<file path="config.mk">
export PLATFORM = sky130hd
export DESIGN_NAME = fb_port_arbiter
export DESIGN_NICKNAME = d
export VERILOG_FILES = /design/src/rtl/fb_port_arbiter.sv
export SDC_FILE = /design/constraint.sdc
export NUM_CORES = 1
export LEC_CHECK = 0
export BUFFER_PORTS_ARGS = -buffer_cell sky130_fd_sc_hd__buf_4
export CAP_MARGIN = 20
export CORE_AREA = 3 3 110 101
export DETAILED_ROUTE_END_ITERATION = 10
export DIE_AREA = 0 0 113 104
export PLACE_DENSITY = 0.71
export SYNTH_ARGS = -nofsm -noshare
export SYNTH_HDL_FRONTEND = slang
export SYNTH_SLANG_ARGS = --single-unit
</file>
<file path="constraint.sdc">
create_clock -name clk_in -period 5.8 [get_ports clk_in]
set_input_delay 0.29 -clock clk_in [delete_from_list [all_inputs] [get_ports clk_in]]
set_output_delay 0.29 -clock clk_in [all_outputs]
set_load 0.01 [all_outputs]
</file>
<file path="src/rtl/fb_port_arbiter.sv">
// Framebuffer RAM port arbiter.
// One RAM port shared between a byte writer (buffered in a small FIFO) and a
// 16-bit word reader. Reads win the port except when the FIFO has sat full
// for STARVE_LIMIT consecutive read grants, at which point one write is forced.
// Grant in cycle N, RAM issue in N+1, RAM data in N+2, rd_valid/rd_data in N+3.
module fb_port_arbiter #(
  parameter int WR_ADDR_WIDTH = 12,
  parameter int RD_ADDR_WIDTH = 11,
  parameter int FIFO_DEPTH    = 4,
  parameter int STARVE_LIMIT  = 8
) (
  input  logic                        clk_in,
  input  logic                        reset,
  input  logic                        wr_req,
  input  logic [WR_ADDR_WIDTH-1:0]    wr_addr,
  input  logic [7:0]                  wr_data,
  output logic                        wr_ready,
  output logic                        wr_overflow,
  input  logic                        rd_req,
  input  logic [RD_ADDR_WIDTH-1:0]    rd_addr,
  output logic                        rd_ready,
  output logic [15:0]                 rd_data,
  output logic                        rd_valid,
  output logic [WR_ADDR_WIDTH-1:0]    mem_addr,
  output logic [7:0]                  mem_wdata,
  output logic                        mem_wr,
  output logic                        mem_clk_en,
  input  logic [15:0]                 mem_rdata,
  output logic [$clog2(FIFO_DEPTH):0] fifo_level
);

  localparam int PTR_W = $clog2(FIFO_DEPTH);
  localparam int LVL_W = PTR_W + 1;
  // +2 keeps the counter at least one bit wide and able to hold STARVE_LIMIT.
  localparam int CNT_W = $clog2(STARVE_LIMIT + 2);

  localparam logic [LVL_W-1:0] LVL_FULL  = LVL_W'(FIFO_DEPTH);
  localparam logic [CNT_W-1:0] CNT_LIMIT = CNT_W'(STARVE_LIMIT);

  typedef enum logic [1:0] {
    GNT_IDLE,
    GNT_READ,
    GNT_WRITE
  } grant_e;

  // Write FIFO storage and bookkeeping
  logic [WR_ADDR_WIDTH-1:0] fifo_addr [FIFO_DEPTH];
  logic [7:0]               fifo_data [FIFO_DEPTH];
  logic [PTR_W-1:0]         head;
  logic [PTR_W-1:0]         tail;
  logic [LVL_W-1:0]         level;
  logic                     overflow_q;

  // Arbitration state
  logic [CNT_W-1:0]         starve_cnt;
  grant_e                   grant;

  // RAM issue registers
  logic                     mem_clk_en_q;
  logic                     mem_wr_q;
  logic [WR_ADDR_WIDTH-1:0] mem_addr_q;
  logic [7:0]               mem_wdata_q;

  // Read return pipeline
  logic                     rd_issue_q;
  logic                     rd_return_q;
  logic                     rd_valid_q;
  logic [15:0]              rd_data_q;

  logic                     fifo_full;
  logic                     fifo_empty;
  logic                     starve_hit;
  logic                     push;
  logic                     pop;
  logic [WR_ADDR_WIDTH-1:0] head_addr;
  logic [7:0]               head_data;
  logic [WR_ADDR_WIDTH-1:0] rd_byte_addr;

  assign fifo_full    = (level == LVL_FULL);
  assign fifo_empty   = (level == '0);
  assign starve_hit   = (starve_cnt == CNT_LIMIT);
  assign head_addr    = fifo_addr[head];
  assign head_data    = fifo_data[head];
  assign rd_byte_addr = WR_ADDR_WIDTH'({rd_addr, 1'b0});

  // Space is judged on the registered level only, so a pop in the same cycle
  // never makes room for a push in that cycle.
  assign push = wr_req && !fifo_full && !reset;
  assign pop  = (grant == GNT_WRITE);

  // Per-cycle grant: read first unless starvation forces a write, else drain FIFO
  always_comb begin
    grant = GNT_IDLE;
    if (!reset) begin
      if (rd_req && !(fifo_full && starve_hit)) begin
        grant = GNT_READ;
      end else if (!fifo_empty) begin
        grant = GNT_WRITE;
      end
    end
  end

  // FIFO entry storage; contents need no reset because level gates every use
  always_ff @(posedge clk_in) begin
    if (push) begin
      fifo_addr[tail] <= wr_addr;
      fifo_data[tail] <= wr_data;
    end
  end

  // FIFO pointers, occupancy and sticky overflow flag
  always_ff @(posedge clk_in) begin
    if (reset) begin
      head       <= '0;
      tail       <= '0;
      level      <= '0;
      overflow_q <= 1'b0;
    end else begin
      if (push) begin
        tail <= tail + PTR_W'(1);
      end
      if (pop) begin
        head <= head + PTR_W'(1);
      end
      unique case ({push, pop})
        2'b10:   level <= level + LVL_W'(1);
        2'b01:   level <= level - LVL_W'(1);
        default: level <= level;
      endcase
      if (wr_req && fifo_full) begin
        overflow_q <= 1'b1;
      end
    end
  end

  // Starvation counter: counts read grants taken while the FIFO is full
  always_ff @(posedge clk_in) begin
    if (reset) begin
      starve_cnt <= '0;
    end else if (grant == GNT_READ && fifo_full) begin
      starve_cnt <= starve_cnt + CNT_W'(1);
    end else begin
      starve_cnt <= '0;
    end
  end

  // RAM issue stage: register the granted access for the following cycle
  always_ff @(posedge clk_in) begin
    if (reset) begin
      mem_clk_en_q <= 1'b0;
      mem_wr_q     <= 1'b0;
      mem_addr_q   <= '0;
      mem_wdata_q  <= '0;
    end else begin
      unique case (grant)
        GNT_READ: begin
          mem_clk_en_q <= 1'b1;
          mem_wr_q     <= 1'b0;
          mem_addr_q   <= rd_byte_addr;
          mem_wdata_q  <= '0;
        end
        GNT_WRITE: begin
          mem_clk_en_q <= 1'b1;
          mem_wr_q     <= 1'b1;
          mem_addr_q   <= head_addr;
          mem_wdata_q  <= head_data;
        end
        default: begin
          mem_clk_en_q <= 1'b0;
          mem_wr_q     <= 1'b0;
          mem_addr_q   <= '0;
          mem_wdata_q  <= '0;
        end
      endcase
    end
  end

  // Read return: track the grant through issue and RAM latency, capture data
  always_ff @(posedge clk_in) begin
    if (reset) begin
      rd_issue_q  <= 1'b0;
      rd_return_q <= 1'b0;
      rd_valid_q  <= 1'b0;
      rd_data_q   <= '0;
    end else begin
      rd_issue_q  <= (grant == GNT_READ);
      rd_return_q <= rd_issue_q;
      rd_valid_q  <= rd_return_q;
      if (rd_return_q) begin
        rd_data_q <= mem_rdata;
      end
    end
  end

  assign wr_ready    = !fifo_full;
  assign wr_overflow = overflow_q;
  assign rd_ready    = (grant == GNT_READ);
  assign rd_valid    = rd_valid_q;
  assign rd_data     = rd_data_q;
  assign mem_clk_en  = mem_clk_en_q;
  assign mem_wr      = mem_wr_q;
  assign mem_addr    = mem_addr_q;
  assign mem_wdata   = mem_wdata_q;
  assign fifo_level  = level;

endmodule

</file>
==> results of run 1 <==
final cells by class:
type,instances,area (um2),share of cell area [%]
sequential,135,3500,54.6
tap,129,161,2.52
timing repair buffer,96,728,11.4
multi-input combinational,146,1340,20.9
clock inverter,13,155,2.42
clock buffer,19,433,6.75
inverter,20,87.6,1.37
cell families after synthesis:
family	after synthesis	share of synthesized area (%)
compound gates	24	4.07
xor+xnor	5	0.875
fa+ha+maj	8	2.15
buf+inv	35	3.25
flops	135	69.9
mux	36	12.2
simple gates	73	7.52
registers in the layout, summed over array words and instances, names as in the netlist, named ones only:
signal	flops
head	2
tail	2
rd_return_q	1
mem_clk_en	1
fifo_level	3
mem_wr	1
wr_overflow	1
mem_wdata	8
rd_data	16
mem_addr	12
rd_valid	1
rd_issue_q	1
fifo_data	32
fifo_addr	48
starve_cnt	4
per-layer routing:
layer / track usage, % / vias up / share of wire, %
met2: 26.8 / 89 / 50
met1: 20.3 / 1371 / 42
met4: 7.04 / 0 / 1.1
li1: - / 1359 / -
met5: 0 / - / 0
met3: 4.83 / 10 / 6.2
how the worst max path moves through the flow:
stage,startpoint,to,slack (ps),cells past startpoint
after detailed placement,reset,fifo_level[2]$_SDFFE_PP0P_,3010,9
after global placement,reset,fifo_level[2]$_SDFFE_PP0P_,3140,9
after CTS,fifo_level[0]$_SDFFE_PP0P_,fifo_level[2]$_SDFFE_PP0P_,3130,9
after floorplan,fifo_level[0]$_SDFFE_PP0P_,fifo_level[2]$_SDFFE_PP0P_,3430,10
final,fifo_level[0]$_SDFFE_PP0P_,fifo_level[2]$_SDFFE_PP0P_,3140,9
after global routing,fifo_level[0]$_SDFFE_PP0P_,fifo_level[2]$_SDFFE_PP0P_,2990,9
Yosys cell counts:
library cell and n:
xnor2_1 2, nand3_1 3, clkbuf_1 5, edfxtp_1 80, mux4_2 20, or4b_1 1, buf_4 3, ha_1 7
fa_1 1, buf_1 1, nand3b_4 1, or3_1 1, nor3b_1 2, and2_1 13, and3_1 1, nor3_1 5
o21a_1 1, o21ai_0 2, buf_2 6, o21ai_2 1, inv_1 17, and3_4 1, o32ai_1 12, clkinv_8 1
nand2b_1 1, o32ai_4 1, or2_2 1, nor2_1 25, nor2_4 1, inv_2 2, dfxtp_1 55, mux2i_1 16
xor2_1 3, a21oi_1 5, nand2_1 15, o21ba_2 2, nor2b_1 2
through the flow:
step / setup WS (ps) / instance area (um2)
6_report: 3140 / 6410
5_1_grt: 2990 / 6410
4_1_cts: 3130 / 6400
3_5_place_dp: 3010 / 5810
3_3_place_gp: 3140 / 5810
2_1_floorplan: 3430 / 5010
power breakdown:
group	internal [uW]	total (uW)	switching, uW
clock network	673	1050	379
logic	99.0	181	82.2
registers	1060	1090	29.0
total	1830	2320	490
==> results.md, run 1 <==
Status:
- The run finished with clean final reports.

Place:
- After detailed placement, the design holds a cell count of 525.
- Port buffering added 95 buffers.
- The global placement routability congestion is 0.703.
- Detailed placement ended at an HPWL of 5890 um.

Timing:
- Across all hold checks on the routed design, the worst slack comes to 88.3 ps.
- Counting I/O delays and the setup requirement, the final critical path takes 2660 ps.
- Adding up every negative setup slack in the final design gives 0 ps.
- The final worst-path cycle share is 45.8%.
- Headroom to the max-slew limit came out at 29.1%.
- The top achievable clock speed is 0.376 GHz.
- Setup repair after global routing left no endpoint under its margin.
- The final number of hold-violating endpoints is 0.
- The clock tree skew after final layout is 8.44 ps.
- The worst-margin pin slew is 1060 ps.
- The final number of max-transition violations is 0.
- Setup violations remaining at the end of the flow were counted as 0.

Die:
- The core region is 10,200 um2.
- The site row count is 35.
- The die is 104 um tall.
- Pin placement for this block handled 96 I/O pins.
- Once the floorplan was initialized, standard cells occupied 49.3% of the core.
- The floorplan step set the die width to 113 um.
- The die covers 11,800 um2.

Synthesis:
- By area the synthesized netlist is led by edfxtp_1 (48%), dfxtp_1 (22%), mux4_2 (9.0%).
- The instance count of the mapped netlist is 316.
- During synthesis, Yosys emitted a total of 0 warnings.
- The unique cell type count in the Yosys netlist is 37.
- In this run the biggest area consumer among cell types represents 48.0% of the synthesized area.
- In this run the mean area of a mapped cell was 15.8 um2.
- The synthesized design contains 135 register bits.
- The post-synthesis cell type with the largest combined area is edfxtp_1.
- The sequential share of the synthesized area is 69.9%.
- The mapped netlist covers 5010 um2.
- The number of nets handed over by synthesis was 375.

Final layout:
- The share of final-layout standard cells stronger than drive strength 1 is 36.4%.
- The repair_antennas step left the layout with diodes totalling 0.
- The final core utilization is 63.1%.
- The most frequent standard cell in the layout excluding fill and tap cells is buf_4.
- After filler insertion, the fill cell instance count of the layout stands at 763.
- The final non-filler cell total is 558.
- The library cells used most frequently in the layout, excluding fill and tap cells, are buf_4 (95), edfxtp_1 (80), dfxtp_1 (55).
- From synthesis to final layout, the design area changed by 28.0%.
- The final layout net count is 475.

Drt:
- After the first detailed-routing iteration, the DRC count stood at 148.
- The residual antenna-violating net count after detailed routing is 0.
- The count of vias placed by the detailed router is 2,829.
- In the routed design, unresolved DRC markers number 0.
- The average wire per cell in the routed design is 16.2 um.
- The first-pass iteration count of the detailed router is 5.
- The mean number of vias per cell is 5.07.
- The total length of routed wires is 9030 um.

Worst setup path:
- Traced cell by cell, the critical path runs through nor3_1 > or2_2 > o32ai_4 > ha_1 > inv_1 > fa_1 > xor2_1 > or3_1 > a21oi_1.
- The depth of the worst register-to-register path is 9.
- The number of buffer and inverter instances along the worst setup path is 1.
- Across all register-to-register paths, the minimum setup slack is 3140 ps.
- The highest cell delay on the worst timing path is 420 ps.
- At the worst endpoint, the arrival time is 2990 ps.
- The maximum fanout along the worst path is 14.
- In this run the critical register-to-register path is launched from fifo_level[0]$_SDFFE_PP0P_.
- The capture point of the worst reg-to-reg path is fifo_level[2]$_SDFFE_PP0P_.
- The kind of cell with the highest combined delay along the critical path is simple AND/OR/NAND/NOR gates.
- The kind of end point of the critical path is a flip-flop.
- The worst setup path is of the flip-flop to flip-flop kind.
- The sort of element at the start of the critical path is a flip-flop.
- At the worst endpoint, the required time is 6130 ps.
- Among all stages on the critical path, the largest delay is contributed by or2_2.

Clock network:
- Clock-pin slew was measured on the worst setup and hold paths at 60 ps.
- Hold repair after CTS inserted 0 buffers.
- In this run the post-CTS setup repair buffer count came out at 0.
- For the worst-skew pair, the clock arrives at the later sink with an insertion delay of 400 ps.
- The maximum count of clock buffers along a single path is 2.
- The root buffer selected by CTS is clkbuf_16.
- The H-tree level count is 4.
- Buffers inserted during clock tree synthesis total 17.
- The TritonCTS clock tree is built.
- CTS saw 135 sinks.
- The number of gates resized after CTS was 0.

Global routing:
- The number of antenna violations at the first check in global routing is 0.
- After global routing the overflow that remains totals 0.
- Entering global routing, the biggest net connects 47 pins.
- The first global-routing pass estimated 14,700 um of wire.
- The total global routing track utilization is 16.4%.
- The via count of the first global-routing pass is 2,952.

Min path:
- The worst hold path belongs to the class input pin to flip-flop.
- The worst hold path begins at wr_addr[11].
- The path with the worst hold slack has its endpoint at fifo_addr[2][11]$_DFFE_PP_.
- Along the worst hold path, the cell count comes to 1.

Power and ir drop:
- For this design the ratio of total power to cell area is 362 nW/um2.
- The maximum resistive drop on vdd is 308 uV.
- The design draws 2320 uW.
- The standby leakage power is 0.00241 uW.

Run:
- The number of maximum-capacitance constraint violations is 0.
Power figures use the tool's default switching activity.
==> run 2: changes to the inputs <==
--- a/config.mk
+++ b/config.mk
@@ -5,6 +5,7 @@
 export SDC_FILE = /design/constraint.sdc
 export NUM_CORES = 1
 export LEC_CHECK = 0
+export ABC_AREA = 1
 export BUFFER_PORTS_ARGS = -buffer_cell sky130_fd_sc_hd__buf_4
 export CAP_MARGIN = 20
 export CORE_AREA = 3 3 110 101
==> constraint.sdc (replaced) <==
create_clock -name clk_in -period 2.5 [get_ports clk_in]
set_input_delay 0.125 -clock clk_in [delete_from_list [all_inputs] [get_ports clk_in]]
set_output_delay 0.125 -clock clk_in [all_outputs]
set_load 0.01 [all_outputs]
==> run 2 against run 1 <==
Net effect:
- register-to-register slack got worse by 3000 ps
- highest routed layer unchanged
- largest power group unchanged
- sequential power rose by 130%
- wire length rose by 17%
- first-iteration DRC count fell by 2.0%
- cell count rose by 32%
- power rose by 130%
- clock skew fell by 0.76 ps
- global-route usage rose by 2.6 points
- sequential share of layout area fell by 3.9 points
==> results.md, run 2 <==
Timing:
- Setup repair after global routing left no endpoint under its margin.
- The smallest setup slack after layout is 166 ps (-2980 ps).
- The worst hold slack is 41.9 ps (-46.4 ps).
- The final number of hold-violating endpoints is 0 (unchanged).
- The top achievable clock speed is 0.429 GHz (+14%).
- The final worst-path cycle share is 93.3% (+48 points).
- The clock tree skew after final layout was 7.68 ps (-0.758 ps).
- The final period demand of the worst path is 2330 ps (-324 ps).
- The setup total negative slack came to 0 ps (unchanged).
- The worst-margin pin slew is 673 ps (-390 ps).
- The setup violation total in the final timing report was 0 (unchanged).
- The tightest slew margin relative to the limit is 55.1% (+26 points).
- The final number of max-transition violations is 0 (unchanged).

Min path:
- The number of cells on the worst hold path is 3 (+2).
- The type of the most critical hold path is input pin to flip-flop.

Final layout:
- Leaving out fill and tap cells, the most frequent cells in the layout are nor2_1 (107), buf_4 (102), edfxtp_1 (80).
- The fill cell total of the finished layout is 730 (-4.3%).
- The sequential cell area in the final layout is 3500 um2 (unchanged).
- The number of flip-flops in the largest register is 48 (unchanged).
- Leaving out fill and tap cells, the most frequent cell in the layout is nor2_1.
- The total inserted antenna cells came to 0 (unchanged).
- The share of final-layout standard cells stronger than drive strength 1 is 24.3% (-12 points).
- The final design instance area without fill is 6900 um2 (+7.6%).
- The growth of design area from synthesis to finish is 38.0%.
- The area taken by multi-input logic gates came to 1290 um2 (-3.9%).
- The register bank with the most flops is fifo_addr.
- The final layout net count is 651 (+37%).

Power and ir drop:
- The total power is 5260 uW (+130%).
- The clock share of power was 43.9% (-1.5 points).
- The ratio of total power to cell area is 763 nW/um2 (+110%).
- The standby leakage power came to 0.00283 uW (+17%).
- The switching power is 1100 uW (+120%).
- The maximum resistive drop on vdd is 508 uV (+65%).
- The internal power of the cells is 4160 uW (+130%).
- The sequential cell fraction of total power came to 47.2% (+0.4 points).
- The switching share of power was 20.9% (-0.20 points).
- The logic gate share of total power was 8.9% (+1.1 points).

Place:
- The instance area after placement is 5840 um2 (+0.60%).
- The number of port buffers came to 95 (unchanged).
- The global placement routability congestion is 0.763 (+8.5%).
- The half-perimeter wire length after placement came to 6540 um (+11%).
- The worst setup timing slack at the placement stage is 78.6 ps (-2930 ps).

Drt:
- The total length of routed wires was 10,600 um (+17%).
- The initial detailed-routing violation count is 145 (-2.0%).
- The count of vias placed by the detailed router was 3,595 (+27%).
- The mean number of vias per cell is 4.90 (-3.4%).
- The average wire per cell in the routed design is 14.4 um (-11%).
- The final routed DRC violation total is 0 (unchanged).
- The first-pass iteration count of the detailed router came to 4 (-1).
- The residual antenna-violating net count after detailed routing is 0 (unchanged).

Die:
- The area of the die is 11,800 um2 (unchanged).
- The placeable core area came to 10,200 um2 (unchanged).
- The site row count is 35 (unchanged).
- The die span in y was 104 um (unchanged).
- The starting density of the core came to 49.2% (-0.086 points).
- The horizontal extent of the die came to 113 um (unchanged).
- The number of placed I/O pins is 96 (unchanged).

Global routing:
- The total global routing track utilization is 19.0% (+2.6 points).
- The via count of the first global-routing pass came to 3,684 (+25%).
- The global-route wire length before repair is 17,500 um (+19%).
- The leftover overflow at the end of global routing came to 0 (unchanged).
- The number of antenna violations at the first check in global routing is 0 (unchanged).
- The pin count of the biggest net entering global routing was 25 (-47%).

Worst setup path:
- The required time of the critical path is 2780 ps (-3350 ps).
- The sort of element at the start of the critical path is a flip-flop.
- The critical path starts at starve_cnt[0]$_SDFF_PP0_.
- The worst reg2reg path startpoint is starve_cnt[0]$_SDFF_PP0_.
- The maximum fanout along the worst path is 13 (-1).
- The worst setup path is captured at a flip-flop.
- The critical setup path kind is flip-flop to flip-flop.
- The worst path arrival time came to 2620 ps (-370 ps).
- The setup slack of the worst register-to-register path was 170 ps (-2980 ps).
- Following the worst setup path forward leads to its endpoint at fifo_level[2]$_SDFFE_PP0P_.
- The depth of the worst register-to-register path is 15 (+6).
- In this run the critical register-to-register path is captured at fifo_level[2]$_SDFFE_PP0P_.

Synthesis:
- The commonest cells after synthesis are nor2_1 (111), edfxtp_1 (80), o21ai_0 (60).
- The flip-flop and latch count after synthesis is 135 (unchanged).
- The instance count of the mapped netlist came to 440 (+39%).
- The sequential share of the synthesized area is 70.1% (+0.12 points).
- Summed over all instances, the cell type with the most area after synthesis is edfxtp_1.
- The proportion of netlist area held by the largest area contributor is 48.0% (+0.084 points).
- The count of flip-flops with a built-in enable after synthesis came to 80 (unchanged).
- The synthesized netlist net count is 499 (+33%).
- Ranked by total cell area, the synthesized netlist is headed by edfxtp_1 (48%), dfxtp_1 (22%), nor2_1 (8.3%).
- The share of async-settable or async-resettable flops after synthesis is 0% (unchanged).
- The unique cell type count in the Yosys netlist was 30 (-19%).
- The combined area of all synthesized cells was 5000 um2 (-0.17%).
- The post-synthesis area per instance is 11.4 um2 (-28%).
- In the synthesized netlist the dominant register cell turns out to be edfxtp_1.
- Yosys instantiated no cell more often than nor2_1.
- The synthesis warning total is 0 (unchanged).

Clock network:
- The clock insertion delay at the later pin of the skew report is 410 ps (about the same).
- The number of buffers inserted by post-CTS setup repair was 0 (unchanged).
- The H-tree level count is 4 (unchanged).
- CTS placed an instance of clkbuf_16 at the clock tree root.
- The TritonCTS clock tree is built.
- The clock-pin slew on the worst setup and hold paths is 50 ps (about the same).
- The maximum count of clock buffers along a single path is 2 (unchanged).
- The number of sinks handled by clock tree synthesis came to 135 (unchanged).
- The number of buffers created by CTS is 17 (unchanged).

Status:
- The flow ran to the end, and the final reports show no timing, DRC or antenna violations.

Run:
- The number of maximum-capacitance constraint violations was 0 (unchanged).
run 2: changes by cell type after synthesis, moves of 3 or more:
cell | before | now
o21ai_0 | 2 | 60
inv_1 | 17 | 21
and2_1 | 13 | 0
mux2i_1 | 16 | 0
nor2_1 | 25 | 111
o32ai_1 | 12 | 0
o22ai_1 | 0 | 11
a21oi_1 | 5 | 15
nand2_1 | 15 | 35
mux4_2 | 20 | 0
nand2_2 | 0 | 3
nand2_4 | 0 | 3
run 2: cells by family (layout without fill, tap and decap cells):
kind of cell,Yosys count,count (layout),synth area share [%]
compound gates,87,87,9.03
xor+xnor,3,3,0.526
fa+ha+maj,8,8,2.15
buf+inv,44,209,4.33
flops,135,135,70.1
simple gates,163,163,13.9
run 2: area by class of cell:
cell class                      count  area share, %
Sequential cell                   135           50.8
Clock buffer                       30           8.07
Multi-Input combinational cell    261           18.7
Timing Repair Buffer              151           18.4
Inverter                           26           1.60
Clock inverter                      2          0.145
Tap cell                          129           2.34
run 2: worst min path at each step:
stage	startpoint	endpoint
after global placement	rd_addr[8]	mem_addr[9]$_SDFF_PP0_
after CTS	rd_req	rd_issue_q$_SDFF_PP0_
after floorplan	wr_addr[0]	fifo_addr[0][0]$_DFFE_PP_
after global routing	rd_req	rd_issue_q$_SDFF_PP0_
after detailed placement	rd_addr[7]	mem_addr[8]$_SDFF_PP0_
final	rd_req	rd_issue_q$_SDFF_PP0_
run 2: power groups by stage:
stage               registers (uW)  logic (uW)  clock network, uW
finish                        2480         466               2310
global route                  2490         515               2470
CTS                           2480         467               2350
detailed placement            2530         406                  0
global placement              2520         395                  0
floorplan                     2540         196                  0
run 2: timing repair:
action | 4_1_cts | 5_1_grt
gates resized for setup | 0 | 3
hold buffers | 48 | 0
endpoints found under the hold margin | 114 | 0
endpoints found under the setup margin | 0 | 1
run 2: critical path, cell delays in order (launching register included):
cell and delay [ps]:
dfxtp_1 330, inv_1 60, ha_1 140, inv_1 40, nor2_2 140, nand2_4 80
nand2_8 90, nand2_4 140, clkinv_8 130, ha_1 150, inv_1 70, fa_1 370
a21oi_1 140, o21ai_0 130, o21ai_1 140, a21oi_1 50
run 2: metrics by stage:
stage	utilization (%)	std cells
after CTS	67.8	734
final	67.9	734
after global placement	57.5	654
after floorplan	-	440
after detailed placement	57.5	654
after global routing	67.9	734
run 2: per-layer routing:
| metal | GRT usage [%] | wire [um] | vias up |
|---|---|---|---|
| met5 | 0 | 0 | - |
| met4 | 8.41 | 152 | 0 |
| met3 | 5.76 | 773 | 13 |
| met2 | 31.2 | 5250 | 118 |
| met1 | 23.0 | 4380 | 1678 |
| li1 | - | - | 1786 |
